===== config.mk =====
export PLATFORM = sky130hd
export DESIGN_NAME = muldiv_unit
export DESIGN_NICKNAME = d
export VERILOG_FILES = /design/src/rtl/muldiv_unit_pkg.sv /design/src/rtl/muldiv_sign_correct.sv /design/src/rtl/muldiv_unit.sv
export SDC_FILE = /design/constraint.sdc
export NUM_CORES = 1
export LEC_CHECK = 0
export CAP_MARGIN = 20
export CORE_MARGIN = 2
export CORE_UTILIZATION = 40
export DETAILED_ROUTE_END_ITERATION = 8
export MAX_ROUTING_LAYER = met4
export PLACE_DENSITY = 0.65
export SLEW_MARGIN = 20
export SYNTH_ARGS = -nofsm -noshare
export SYNTH_HDL_FRONTEND = slang
export SYNTH_SLANG_ARGS = --single-unit

===== constraint.sdc =====
create_clock -name clock -period 3.2 [get_ports clock]
set_input_delay 0.64 -clock clock [delete_from_list [all_inputs] [get_ports clock]]
set_output_delay 0.64 -clock clock [all_outputs]
set_load 0.005 [all_outputs]

===== src/rtl/muldiv_unit_pkg.sv =====
// Shared encodings for the RV32M multiply/divide unit: function_3 ops, FSM states,
// and helpers that decide which operands are treated as signed.
package muldiv_unit_pkg;

    localparam logic [6:0] MULDIV_FUNCT7 = 7'b0000001;

    typedef enum logic [2:0] {
        MULDIV_MUL    = 3'b000,
        MULDIV_MULH   = 3'b001,
        MULDIV_MULHSU = 3'b010,
        MULDIV_MULHU  = 3'b011,
        MULDIV_DIV    = 3'b100,
        MULDIV_DIVU   = 3'b101,
        MULDIV_REM    = 3'b110,
        MULDIV_REMU   = 3'b111
    } muldiv_op_e;

    typedef enum logic [1:0] {
        MD_IDLE = 2'b00,
        MD_CALC = 2'b01,
        MD_FIX  = 2'b10,
        MD_DONE = 2'b11
    } md_state_e;

    function automatic logic op_is_div(input logic [2:0] f);
        return f[2];
    endfunction

    function automatic logic a_is_signed(input logic [2:0] f);
        return (f == MULDIV_MUL) || (f == MULDIV_MULH) || (f == MULDIV_MULHSU) ||
               (f == MULDIV_DIV) || (f == MULDIV_REM);
    endfunction

    function automatic logic b_is_signed(input logic [2:0] f);
        return (f == MULDIV_MUL) || (f == MULDIV_MULH) ||
               (f == MULDIV_DIV) || (f == MULDIV_REM);
    endfunction

endpackage


===== src/rtl/muldiv_sign_correct.sv =====
// Final-cycle result selection: restores signs on the magnitude results and
// applies the divide-by-zero results.
module muldiv_sign_correct
    import muldiv_unit_pkg::*;
#(
    parameter int XLEN = 32
) (
    input  logic [2:0]        function_3,
    input  logic              sign_q,
    input  logic              sign_a,
    input  logic              div0,
    input  logic [2*XLEN-1:0] product,
    input  logic [XLEN-1:0]   quotient,
    input  logic [XLEN-1:0]   remainder,
    input  logic [XLEN-1:0]   operand_a,
    output logic [XLEN-1:0]   result_next
);

    logic [2*XLEN-1:0] product_fix;
    logic [XLEN-1:0]   quotient_fix;
    logic [XLEN-1:0]   remainder_fix;

    always_comb begin
        product_fix   = sign_q ? -product : product;
        quotient_fix  = sign_q ? -quotient : quotient;
        remainder_fix = sign_a ? -remainder : remainder;
        result_next   = '0;
        case (function_3)
            MULDIV_MUL:                               result_next = product_fix[XLEN-1:0];
            MULDIV_MULH, MULDIV_MULHSU, MULDIV_MULHU: result_next = product_fix[2*XLEN-1:XLEN];
            // A zero divisor bypasses sign correction entirely
            MULDIV_DIV, MULDIV_DIVU:                  result_next = div0 ? '1 : quotient_fix;
            default:                                  result_next = div0 ? operand_a : remainder_fix;
        endcase
    end

endmodule


===== src/rtl/muldiv_unit.sv =====
// Iterative RV32M multiply/divide unit: one bit per cycle on operand magnitudes,
// sign fix in a final cycle, fixed XLEN+2 cycle latency from start to result_valid.
module muldiv_unit
    import muldiv_unit_pkg::*;
#(
    parameter int XLEN = 32
) (
    input  logic            clock,
    input  logic            reset,
    input  logic            start,
    input  logic [2:0]      function_3,
    input  logic [XLEN-1:0] operand_a,
    input  logic [XLEN-1:0] operand_b,
    input  logic            flush,
    output logic            busy,
    output logic            result_valid,
    output logic [XLEN-1:0] result
);

    localparam int CW = $clog2(XLEN) + 1;

    md_state_e         state_reg;
    logic [2:0]        op_reg;
    logic [XLEN-1:0]   opnd_reg;     // multiplicand for MUL*, divisor for DIV*/REM*
    logic [XLEN-1:0]   a_raw_reg;
    logic [2*XLEN-1:0] acc_reg;      // {hi, lo}: product, or {remainder, quotient}
    logic [CW-1:0]     counter_reg;
    logic              sign_q_reg;
    logic              sign_a_reg;
    logic              div0_reg;
    logic              busy_reg;
    logic              valid_reg;
    logic [XLEN-1:0]   result_reg;

    logic              a_neg;
    logic              b_neg;
    logic [XLEN-1:0]   a_mag;
    logic [XLEN-1:0]   b_mag;
    logic [XLEN:0]     mul_sum;
    logic [2*XLEN-1:0] mul_next;
    logic [XLEN:0]     div_shift;
    logic [XLEN:0]     div_diff;
    logic [2*XLEN-1:0] div_next;
    logic [XLEN-1:0]   result_next;

    always_comb begin
        a_neg = a_is_signed(function_3) && operand_a[XLEN-1];
        b_neg = b_is_signed(function_3) && operand_b[XLEN-1];
        a_mag = a_neg ? -operand_a : operand_a;
        b_mag = b_neg ? -operand_b : operand_b;
    end

    // Shift-add: add multiplicand into the high half when the multiplier LSB is set
    always_comb begin
        mul_sum  = {1'b0, acc_reg[2*XLEN-1:XLEN]} + (acc_reg[0] ? {1'b0, opnd_reg} : '0);
        mul_next = {mul_sum, acc_reg[XLEN-1:1]};
    end

    // Restoring division: trial-subtract the divisor from the shifted partial remainder
    always_comb begin
        div_shift = acc_reg[2*XLEN-1:XLEN-1];
        div_diff  = div_shift - {1'b0, opnd_reg};
        if (div_diff[XLEN])
            div_next = {div_shift[XLEN-1:0], acc_reg[XLEN-2:0], 1'b0};
        else
            div_next = {div_diff[XLEN-1:0], acc_reg[XLEN-2:0], 1'b1};
    end

    muldiv_sign_correct #(.XLEN(XLEN)) u_sign_correct (
        .function_3  (op_reg),
        .sign_q      (sign_q_reg),
        .sign_a      (sign_a_reg),
        .div0        (div0_reg),
        .product     (acc_reg),
        .quotient    (acc_reg[XLEN-1:0]),
        .remainder   (acc_reg[2*XLEN-1:XLEN]),
        .operand_a   (a_raw_reg),
        .result_next (result_next)
    );

    always_ff @(posedge clock) begin
        if (reset) begin
            state_reg   <= MD_IDLE;
            op_reg      <= '0;
            opnd_reg    <= '0;
            a_raw_reg   <= '0;
            acc_reg     <= '0;
            counter_reg <= '0;
            sign_q_reg  <= 1'b0;
            sign_a_reg  <= 1'b0;
            div0_reg    <= 1'b0;
            busy_reg    <= 1'b0;
            valid_reg   <= 1'b0;
            result_reg  <= '0;
        end else if (flush) begin
            state_reg <= MD_IDLE;
            busy_reg  <= 1'b0;
            valid_reg <= 1'b0;
        end else begin
            case (state_reg)
                MD_IDLE, MD_DONE: begin
                    valid_reg <= 1'b0;
                    if (start) begin
                        op_reg      <= function_3;
                        a_raw_reg   <= operand_a;
                        sign_q_reg  <= a_neg ^ b_neg;
                        sign_a_reg  <= a_neg;
                        div0_reg    <= (operand_b == '0);
                        counter_reg <= '0;
                        if (op_is_div(function_3)) begin
                            opnd_reg <= b_mag;
                            acc_reg  <= {{XLEN{1'b0}}, a_mag};
                        end else begin
                            opnd_reg <= a_mag;
                            acc_reg  <= {{XLEN{1'b0}}, b_mag};
                        end
                        busy_reg  <= 1'b1;
                        state_reg <= MD_CALC;
                    end else begin
                        busy_reg  <= 1'b0;
                        state_reg <= MD_IDLE;
                    end
                end
                MD_CALC: begin
                    acc_reg     <= op_is_div(op_reg) ? div_next : mul_next;
                    counter_reg <= counter_reg + 1'b1;
                    if (counter_reg == CW'(XLEN - 1))
                        state_reg <= MD_FIX;
                end
                default: begin
                    result_reg <= result_next;
                    valid_reg  <= 1'b1;
                    busy_reg   <= 1'b0;
                    state_reg  <= MD_DONE;
                end
            endcase
        end
    end

    assign busy         = busy_reg;
    assign result_valid = valid_reg;
    assign result       = result_reg;

endmodule


==> qor.yml <==
status: "finished, violations left"
routed_wl_um: 65500
initial_core_util_pct: 40.4
largest_reg_flops: 64
grt_start_max_net_pins: 86
cts.reportedPaths.clkPinSlew_ps: 80
hold_depth: 2
cts_tree: "built"
first_pass_iters: 6
dieWidth_um: 201
placed_cells: 2978
seq_area_mm2: 0.00354
hold_viol_final: 0
nNetsFinal: 2642
synth-edff-count: 0
arrival_ps: 3620
drive_gt1_share_pct: 24.1
post_drt_wl_per_cell_um: 21.6
slew_headroom_pct: 30.4
fin_cells: 3029
synth_area_per_cell_um2: 7.26
synth-main-ff-cell: "dfxtp_1"
finalWeightedCongestion: 1.02
setup_viol: 5
place_area_mm2: 0.0195
drc: 0
netlist_area_mm2: 0.0155
finalWorstSetupSlack_ps: -74.2
fmax_mhz: 305
dp_hpwl_um: 50900
cp_max_fo: 6
cts.sinks: 176
grt_first_pass_wirelength_um: 99000
grt_pass1_vias: 17100
die_h_um: 201
layout_commonest_cell: "buf_4"
path_class: "register to register"
reg2regPathDepth: 13
ys_ff_latch: 176
ant_nets: 0
fin_crit_ps: 3270
ys_warn_count: 0
ctsRootBufferMaster: "clkbuf_16"
syn_nets: 2286
finalInstanceArea_mm2: 0.0210
ir_worst_vdd_uv: 300
powerDensity_mw_per_mm2: 340
cp-end-kind: "register"
worstSkewPairLatency_ps: 460
dp_slack_ps: -703
fin_crit_sh_pct: 102
grt_overflow: 0
failed_checks: "negative setup slack"
clockBufferDepth: 2
synth_cell_type_count: 77
finClkSkew_ps: 14.0
p_leak_nw: 8.48
fillers: 3635
tritoncts.num_buffers: 17
grt_setup_unrepaired: "yes"
drt_iter0_markers: 1698
area_growth_pct: 35.2
worstHoldPathType: "register to register"
detail_route.vias_per_cell: 5.88
synthCells: 2142
insertedDiodeCount: 0
num_io_pins: 105
vias: 17800
worst_pin_slew_ps: 1040
cts_max_level: 4
seq_area_frac_synth_pct: 22.7
grt_usage_pct: 32.4
multi_input_area_mm2: 0.0119
core-area_mm2: 0.0385
crit_required_ps: 3550
die_area_mm2: 0.0404
final-max-slew-violation-count: 0
startpoint_type: "register"
num_rows: 72
async_flop_share_pct: 0
antenna_found_initial: 0
port_buffers: 104
layout_common_cells: "381 x buf_4, 284 x nand2_1, 210 x nor2_1"
cap_violations: 0
-- worst max-delay path, cell delays in order, from the launching register on --
cell      delay, ps
dfxtp_2         330
buf_4           180
nand2_2          90
inv_1            40
ha_1            270
a21o_1          180
a21o_1          210
a211oi_2        280
nor3_2           90
a311oi_2        390
nor2_1          110
or4b_1          480
a31o_2          270
a32o_1          240
-- synthesized netlist by cell type, types with 6 or more instances --
cell type	instances	share of area, %
a2111oi_0	8	0.45
a211oi_1	58	2.8
a21boi_0	9	0.43
a21o_1	30	1.4
a21oi_1	175	5.6
a221o_1	6	0.39
a221oi_1	14	0.79
a22oi_1	9	0.43
a311oi_1	16	0.90
a31oi_1	18	0.72
and2_1	10	0.40
buf_1	12	0.29
buf_2	6	0.19
clkbuf_1	139	3.4
dfxtp_1	176	23
ha_1	71	5.7
inv_1	63	1.5
mux2_2	20	1.4
mux2i_1	65	4.2
nand2_1	286	6.9
nand2b_1	19	0.76
nand3_1	32	1.0
nand4_1	13	0.52
nor2_1	216	5.2
nor2b_1	18	0.72
nor3_1	55	1.8
nor4_1	14	0.56
o211ai_1	41	2.0
o21a_1	12	0.58
o21ai_0	131	4.2
o21ai_1	9	0.29
o221ai_1	9	0.51
o31ai_1	28	1.4
o41ai_1	15	0.85
or2_2	14	0.56
or3_1	19	0.76
or4_1	17	0.82
xnor2_1	96	5.4
xor2_1	102	5.7
-- metrics by stage --
stage          power, mW  setup TNS (ps)  util, %  hold slack [ps]
2_1_floorplan       3.69               0        -              432
3_3_place_gp        4.68          -15570     50.7              441
3_5_place_dp        4.71          -17220     50.7              450
4_1_cts             7.00           -32.4     53.2              460
5_1_grt             7.41           -1080     54.6              477
6_report            7.14            -125     54.6              457
-- path summary, 6_finish.rpt --
| kind | startpoint | end | slack [ps] |
|---|---|---|---|
| hold / removal | opnd_reg[15] | opnd_reg[15] | 460 |
| setup reg to reg | acc_reg[0] | acc_reg[58] | -70 |
| setup / recovery | acc_reg[0] | acc_reg[58] | -70 |
| hold reg to reg | opnd_reg[15] | opnd_reg[15] | 460 |
-- layout make-up --
class / instances / share of cell area [%]
clock inverter: 13 / 0.792
sequential: 176 / 16.9
multi-input combinational: 1741 / 56.6
inverter: 65 / 1.16
timing repair buffer: 497 / 19.4
clock buffer: 19 / 2.11
tap: 518 / 3.08
-- where the power goes --
group	switching [mW]	leakage (nW)	internal, mW
registers	0.120	1.44	2.30
clock network	1.06	0.297	1.20
logic	1.37	6.75	1.07
total	2.56	8.48	4.58
-- per-layer routing --
metal	vias to the layer above	part of all wire [%]	global-route usage, %	wire length, um
met5	-	0	-	0
met4	0	4.1	12.0	2700
met3	161	7.5	4.32	4880
met2	818	46	52.0	30100
met1	8443	42	41.5	27800
li1	8402	-	-	-
-- logic make-up (layout without fill, tap and decap cells) --
logic type	after synthesis	after routing	share of synthesized area (%)
flops	176	176	22.7
compound gates	646	646	27.4
xor+xnor	198	198	11.2
simple gates	739	739	21.6
mux	85	85	5.64
fa+ha+maj	73	73	5.97
buf+inv	225	594	5.59
-- timing repair --
action	CTS	global route
gates resized for setup	57	122
hold buffers	0	0
endpoints found under the setup margin	58	52
pin swaps	24	43
setup buffers	11	10
Note: power is estimated with default switching activity, not from simulation.
